[config.mk]
export PLATFORM = sky130hd
export DESIGN_NAME = updown_counter_mod_flat
export DESIGN_NICKNAME = d
export VERILOG_FILES = /design/src/rtl/updown_counter_if.sv /design/src/rtl/updown_counter_mod.sv /design/src/flat_wrapper.sv
export SDC_FILE = /design/constraint.sdc
export NUM_CORES = 1
export LEC_CHECK = 0
export CORE_ASPECT_RATIO = 1.25
export CORE_MARGIN = 4
export CORE_UTILIZATION = 30
export DETAILED_ROUTE_END_ITERATION = 6
export PLACE_DENSITY = 0.58
export SETUP_SLACK_MARGIN = 0.1
export SLEW_MARGIN = 20
export SYNTH_ARGS = -nofsm -noshare
export SYNTH_HDL_FRONTEND = slang
export SYNTH_SLANG_ARGS = --single-unit
[constraint.sdc]
create_clock -name clk -period 1.8 [get_ports clk]
set_input_delay 0.18 -clock clk [delete_from_list [all_inputs] [get_ports clk]]
set_output_delay 0.18 -clock clk [all_outputs]
set_load 0.01 [all_outputs]
[src/rtl/updown_counter_if.sv]
// Control/status bundle for updown_counter_mod: the master drives the count
// controls, the slave (the counter) returns the count and its flags.
interface updown_counter_if #(
    parameter int WIDTH = 8
);
    logic             clear;
    logic             load;
    logic [WIDTH-1:0] datain;
    logic             counten;
    logic             inc;
    logic [WIDTH-1:0] out;
    logic             tc;
    logic             ovf;
    logic             at_max;
    logic             at_min;

    modport master (
        output clear, load, datain, counten, inc,
        input  out, tc, ovf, at_max, at_min
    );

    modport slave (
        input  clear, load, datain, counten, inc,
        output out, tc, ovf, at_max, at_min
    );
endinterface

[src/rtl/updown_counter_mod.sv]
// Parametrised up/down counter with programmable modulus, wrap/saturate mode,
// registered terminal-count pulse and sticky overflow flag.
module updown_counter_mod #(
    parameter int          WIDTH    = 8,
    parameter int unsigned MAX_VAL  = (2**WIDTH) - 1,
    parameter int          SATURATE = 0
) (
    input  logic              clk,
    input  logic              rst_n,
    updown_counter_if.slave   bus
);
    localparam logic [WIDTH-1:0] MAXV = WIDTH'(MAX_VAL);

    logic [WIDTH-1:0] r_cnt;
    logic             r_tc;
    logic             r_ovf;

    logic             w_at_max;
    logic             w_at_min;
    logic             w_bnd;
    logic [WIDTH-1:0] w_ld_val;
    logic [WIDTH-1:0] w_cnt_nxt;

    assign w_at_max = (r_cnt == MAXV);
    assign w_at_min = (r_cnt == '0);

    // A boundary event is an enabled step that runs into the bound in the
    // current direction, regardless of whether the counter wraps or holds.
    assign w_bnd    = bus.counten & (bus.inc ? w_at_max : w_at_min);

    assign w_ld_val = (bus.datain > MAXV) ? MAXV : bus.datain;

    always_comb begin
        w_cnt_nxt = r_cnt;
        if (bus.inc) begin
            if (w_at_max) w_cnt_nxt = (SATURATE != 0) ? MAXV : '0;
            else          w_cnt_nxt = r_cnt + WIDTH'(1);
        end else begin
            if (w_at_min) w_cnt_nxt = (SATURATE != 0) ? '0 : MAXV;
            else          w_cnt_nxt = r_cnt - WIDTH'(1);
        end
    end

    always_ff @(posedge clk or negedge rst_n) begin
        if (!rst_n) begin
            r_cnt <= '0;
            r_tc  <= 1'b0;
            r_ovf <= 1'b0;
        end else if (bus.clear) begin
            r_cnt <= '0;
            r_tc  <= 1'b0;
            r_ovf <= 1'b0;
        end else if (bus.load) begin
            r_cnt <= w_ld_val;
            r_tc  <= 1'b0;
            r_ovf <= 1'b0;
        end else if (bus.counten) begin
            r_cnt <= w_cnt_nxt;
            r_tc  <= w_bnd;
            r_ovf <= r_ovf | w_bnd;
        end else begin
            r_tc  <= 1'b0;
        end
    end

    assign bus.out    = r_cnt;
    assign bus.tc     = r_tc;
    assign bus.ovf    = r_ovf;
    assign bus.at_max = w_at_max;
    assign bus.at_min = w_at_min;
endmodule

[src/flat_wrapper.sv]
// flat-port wrapper written by rule: the top's interface ports become plain ports
module updown_counter_mod_flat 
#(
    parameter int          WIDTH    = 8,
    parameter int unsigned MAX_VAL  = (2**WIDTH) - 1,
    parameter int          SATURATE = 0
)
  (clk, rst_n, bus_clear, bus_load, bus_datain, bus_counten, bus_inc, bus_out, bus_tc, bus_ovf, bus_at_max, bus_at_min);
  updown_counter_if #(.WIDTH(WIDTH)) bus_i ();
  input  logic clk;
  input  logic rst_n;
  input wire logic [$bits(bus_i.clear)-1:0] bus_clear;
  input wire logic [$bits(bus_i.load)-1:0] bus_load;
  input wire logic [$bits(bus_i.datain)-1:0] bus_datain;
  input wire logic [$bits(bus_i.counten)-1:0] bus_counten;
  input wire logic [$bits(bus_i.inc)-1:0] bus_inc;
  output wire logic [$bits(bus_i.out)-1:0] bus_out;
  output wire logic [$bits(bus_i.tc)-1:0] bus_tc;
  output wire logic [$bits(bus_i.ovf)-1:0] bus_ovf;
  output wire logic [$bits(bus_i.at_max)-1:0] bus_at_max;
  output wire logic [$bits(bus_i.at_min)-1:0] bus_at_min;
  assign bus_i.clear = bus_clear;
  assign bus_i.load = bus_load;
  assign bus_i.datain = bus_datain;
  assign bus_i.counten = bus_counten;
  assign bus_i.inc = bus_inc;
  assign bus_out = bus_i.out;
  assign bus_tc = bus_i.tc;
  assign bus_ovf = bus_i.ovf;
  assign bus_at_max = bus_i.at_max;
  assign bus_at_min = bus_i.at_min;
  updown_counter_mod #(.WIDTH(WIDTH), .MAX_VAL(MAX_VAL), .SATURATE(SATURATE)) u_core (.clk(clk), .rst_n(rst_n), .bus(bus_i));
endmodule
# ---- Word level (Yosys, flattened, before mapping)
# Cells that the tools add are included.
dict set report word_totals {
  input_bits 14
  ramBits 0
  n_memories 0
  regBits 10
  output_inout_bits 12
  rom_bits 0
  elab_cells 25
  latchBits 0
}
dict set report classes {
  bitwise 2
  n_shift 0
  reduce_logical 2
  div_mod_pow 0
  eq_ne 1
  n_lt_le_gt_ge 1
  n_mux 14
  addsub 2
  multipliers 0
}
# operator count
set op_table {}
lappend op_table {{$mux W8} 7}
lappend op_table {{$add A8 B1 Y8 const B} 1}
lappend op_table {{$eq A8 B8 Y1 const B} 1}
lappend op_table {{$gt A8 B8 Y1 const B} 1}
lappend op_table {{$logic_not A8 Y1} 1}
lappend op_table {{$sub A8 B1 Y8 const B} 1}
lappend op_table {{$mux W1} 7}
lappend op_table {{$reduce_bool A3 Y1} 1}
lappend op_table {{$and A1 B1 Y1} 1}
lappend op_table {{$or A1 B1 Y1} 1}

# ---- Longest topological paths before layout
# Gate-level depths: netlist (run 1).
dict set report logic_depth {
  ltp_word 7
  mapped_depth 7
}

# ---- Least setup slack after synthesis (run 1)
# OpenSTA, ideal clock, no wires.
dict set report synth_path {
  path_type {flip-flop to flip-flop}
  startpoint {register u_core.r_cnt[0] (netlist: u_core.bus.out[0])}
  endpoint {register u_core.r_cnt[3] (netlist: u_core.bus.out[3])}
  n_path_buf 1
  synth_period_minus_slack_ps 2026
  path_slack_ps -226
  stages_incl_launch_ff 8
  arrival_ps 1906
  cell_sequence {dfrtp_1 > clkbuf_1 > inv_1 > ha_1 > or3b_2 > nor2_4 > or4_1 > a41o_1}
}
dict set report synth_via {
  elab_chain_len 6
  word_cells_on_any_way 10
  cone_classes {add/sub: 2; eq/ne: 1; mux: 6; reduce/logical: 1}
}
# element line_no
set synth_lines {}
lappend synth_lines {{start, declared} updown_counter_mod.sv:14} ;# logic [WIDTH-1:0] r_cnt;
lappend synth_lines {{start signal, assigned} updown_counter_mod.sv:54} ;# r_cnt <= w_ld_val;
lappend synth_lines {{start signal, assigned} updown_counter_mod.sv:58} ;# r_cnt <= w_cnt_nxt;
lappend synth_lines {{$logic_not A8 Y1} updown_counter_mod.sv:25} ;# assign w_at_min = (r_cnt == '0);
lappend synth_lines {{via bus_at_min} flat_wrapper.sv:21} ;# output wire logic [$bits(bus_i.at_min)-1:0] bus_at_min;
lappend synth_lines {{$mux W8} updown_counter_mod.sv:39} ;# if (w_at_min) w_cnt_nxt = (SATURATE != 0) ? '0 : MAXV;
lappend synth_lines {{$mux W8} updown_counter_mod.sv:35} ;# if (bus.inc) begin
lappend synth_lines {{$mux W8} updown_counter_mod.sv:57} ;# end else if (bus.counten) begin
lappend synth_lines {{$mux W8} updown_counter_mod.sv:53} ;# end else if (bus.load) begin
lappend synth_lines {{$mux W8} updown_counter_mod.sv:49} ;# end else if (bus.clear) begin
# The timed path passes the listed nets, and every way through them passes these cells. The select of a mux whose other input is x is not followed.
# A chain may end at the register's enable or synchronous reset.

# ---- Final worst setup path (run 1)
dict set report layout_path {
  startpoint {register u_core.r_cnt[0] (netlist: u_core.bus.out[0])}
  endpoint {register u_core.r_cnt[3] (netlist: u_core.bus.out[3])}
}
dict set report layout_via {
  elab_chain_len 6
  word_cells_on_any_way 10
  cone_classes {add/sub: 2; eq/ne: 1; mux: 6; reduce/logical: 1}
}
# element line_no
set layout_lines {}
lappend layout_lines {{$sub A8 B1 Y8 (tied with other cells)} updown_counter_mod.sv:40} ;# else w_cnt_nxt = r_cnt - WIDTH'(1);
lappend layout_lines {{$mux W8, on equally long branches} {updown_counter_mod.sv:39, updown_counter_mod.sv:36}}
lappend layout_lines {{$mux W8 *} updown_counter_mod.sv:35}
lappend layout_lines {{$mux W8 *} updown_counter_mod.sv:57}
lappend layout_lines {{$mux W8 *} updown_counter_mod.sv:53}
lappend layout_lines {{$mux W8 *} updown_counter_mod.sv:49}
# Every way passes the cells marked *; elsewhere a longest branch is shown, timed or not. The select of a mux whose other input is x is not followed.

==> impl_metrics.tcl, run 1 <==
set metrics [dict create \
    yosysMostFrequentCell "a21oi_1" \
    ys_async_sr_fraction_pct 100 \
    layout-drive-gt1-share_pct 35.7 \
    routed_wl_um 3330 \
    slew_viol_final 0 \
    antenna_left 0 \
    drv_cap 0 \
    pin_count 26 \
    diodes 0 \
    syn_area_per_cell_um2 8.44 \
    hpwl_um 2510 \
    cts_tree "built" \
    grt_pass1_vias 1160 \
    min_period_ns 1.74 \
    clock_skew_ns 0.00255 \
    globalplace.congestion 0.852 \
    power_density_nw_per_um2 600 \
    dp_slack_ns -0.0471 \
    worstPathRequired_ns 1.93 \
    synth.distinct_cells 48 \
    cts-root-buf "clkbuf_8" \
    clk_path_buf_depth 2 \
    gr-total-overflow 0 \
    synth_nets 138 \
    ir_drop_uv 308 \
    clk_pin_slew_ns 0.05 \
    synth_top_area_share_pct 24.5 \
    via_per_inst 5.60 \
    fin_ws_ns 0.0636 \
    synth_edf_count 0 \
    synthTopCellsByCount "a21oi_1 (11), dfrtp_1 (10), o21ai_0 (9), inv_1 (7), nor2_1 (6)" \
    worstMarginPinSlew_ns 0.519 \
    fmax_mhz 576 \
    p_total_w 0.000979 \
    synthTopCellsByArea "dfrtp_1 (25%), a21oi_1 (5.4%), o21ai_0 (4.4%)" \
    antenna_found_initial 0 \
    crit_path_start_kind "flip-flop" \
    instances_no_fill 205 \
    netlist_instances 121 \
    fin_nets 186 \
    synth_top_cell_by_area "dfrtp_1" \
    h-tree-depth 1 \
    maxSlewHeadroom_pct 65.3 \
    fin_crit_sh_pct 96.5 \
    yosys_warnings 0 \
    reg2reg_from "u_core.bus.out[0]$_DFFE_PN0P_" \
    hold_slack_ns 0.284 \
    avgRoutedWirePerCell_um 16.2 \
    core_area_um2 3250 \
    setup_violations 0 \
    grt_max_degree 17 \
    port_buffers 25 \
    p_leak_nw 0.664 \
    syn_to_final_growth_pct 59.9 \
    clkSinkCount 10 \
    crit-reg2reg-capture "u_core.bus.out[3]$_DFFE_PN0P_" \
    drt_iter0_drc 54 \
    yosysSeqAreaShare_pct 24.5 \
    final_util_pct 50.2 \
    via_count 1147 \
    cp_max_fo 3 \
    hold_class "in -> async" \
    rsz0062_at_grt "yes" \
    synth-seq-cells 10 \
    core.rowCount 23 \
    fp.dieArea_um2 4410 \
    status "complete, no violations" \
    dieWidth_um 60.2 \
    rrSetupSlack_ns 0.06 \
    drc 0 \
    drt_pass1_iterations 5 \
    die_y_um 73.2 \
    end_kind "flip-flop" \
    criticalPathCategory "reg -> reg" \
    numCtsBuffers 3 \
    crit_start "u_core.bus.out[0]$_DFFE_PN0P_" \
    arrival_ns 1.86 \
    r2r_cells 7 \
    hold_violations 0 \
    grt_usage_pct 15.9 \
    dp.cells 197 \
    grt_pass1_wl_um 5330 \
    start_util_pct 31.4 \
    syn-cell-area_um2 1020 \
    clock_latency_ns 0.24 \
    synthFlopType "dfrtp_1" \
]
## metal layers
layer	vias up	track usage (%)	wire length [µm]
met2	36	27.3	1690
met3	8	2.83	185
li1	553	-	-
met4	0	6.40	76
met5	-	0	0
met1	550	19.2	1370
## sequential cells by signal, summed over array words and instances (netlist names)
register,cells
u_core.bus.ovf,1
u_core.bus.tc,1
u_core.bus.out,8
## cell type report
class | count | area, µm²
tap | 37 | 46.3
sequential | 10 | 251
multi-input combinational | 94 | 759
inverter | 7 | 31.3
timing repair buffer | 53 | 489
clock buffer | 4 | 55.1
fill | 304 | 1620
## worst max-delay path, cell delays in order (launching register included)
cell and delay (ns):
dfrtp_2 0.39, inv_6 0.04, ha_4 0.15, or3b_4 0.24, nor2_4 0.04, buf_6 0.11
or4_4 0.46, a41o_1 0.19
## placed cells by master (no fill, tap or decap), types with 2 or more instances in the layout
| cell type | netlist | final |
|---|---|---|
| a21oi_1 | 11 | 10 |
| a221oi_2 | 0 | 2 |
| and3_1 | 4 | 3 |
| buf_4 | 4 | 21 |
| buf_6 | 1 | 5 |
| clkbuf_8 | 0 | 4 |
| clkdlybuf4s50_1 | 0 | 23 |
| dfrtp_1 | 10 | 9 |
| ha_4 | 0 | 2 |
| inv_1 | 7 | 5 |
| mux2i_1 | 2 | 2 |
| nand2_1 | 5 | 4 |
| nand3_1 | 5 | 5 |
| nand4_1 | 2 | 2 |
| nor2_1 | 6 | 6 |
| nor2b_1 | 2 | 2 |
| nor3b_1 | 4 | 2 |
| o211ai_1 | 4 | 4 |
| o21a_1 | 3 | 3 |
| o21ai_0 | 9 | 9 |
| or4_4 | 1 | 2 |
| xnor2_1 | 3 | 3 |
## metrics by stage
stage / area [µm²] / setup TNS (ns)
2_1_floorplan: 1060 / 0
3_3_place_gp: 1460 / -0.0135
3_5_place_dp: 1460 / -0.0642
4_1_cts: 1530 / -0.0116
5_1_grt: 1630 / 0
6_report: 1630 / 0
## worst max-delay path by stage
stage / to / slack [ns]
5_1_grt: u_core.bus.out[3]$_DFFE_PN0P_ / 0.02
4_1_cts: u_core.bus.out[3]$_DFFE_PN0P_ / -0.008
3_3_place_gp: bus_at_min / -0.01
3_5_place_dp: bus_at_min / -0.05
6_report: u_core.bus.out[3]$_DFFE_PN0P_ / 0.06
2_1_floorplan: u_core.bus.out[3]$_DFFE_PN0P_ / 0.01
## what timing repair did
item	CTS	global route
hold buffers	0	0
cloned	0	0
endpoints found under the setup margin	7	8
buffers inserted	0	4
gates resized for setup	9	19
pin swaps	0	2
## logic make-up after synthesis
kind of cell	after synthesis	share of synthesized area [%]
compound gates	41	28.2
xor+xnor	4	3.43
fa+ha+maj	3	3.68
buf+inv	17	8.95
flops	10	24.5
mux	2	1.96
simple gates	44	29.3
## report_power, final
group	internal, W	switching, W	leakage (nW)
clock network	0.000193	0.000100	0.0288
logic	0.000229	0.000200	0.504
registers	0.000241	0.0000158	0.131
No activity file was read; power rests on OpenSTA's default activity.
==> run 2, diff against run 1 <==
- CTS_BUF_LIST: default -> sky130_fd_sc_hd__clkbuf_8
==> results of run 2 <==
No change in the layout: final DEF, timing and power equal those of run 1.
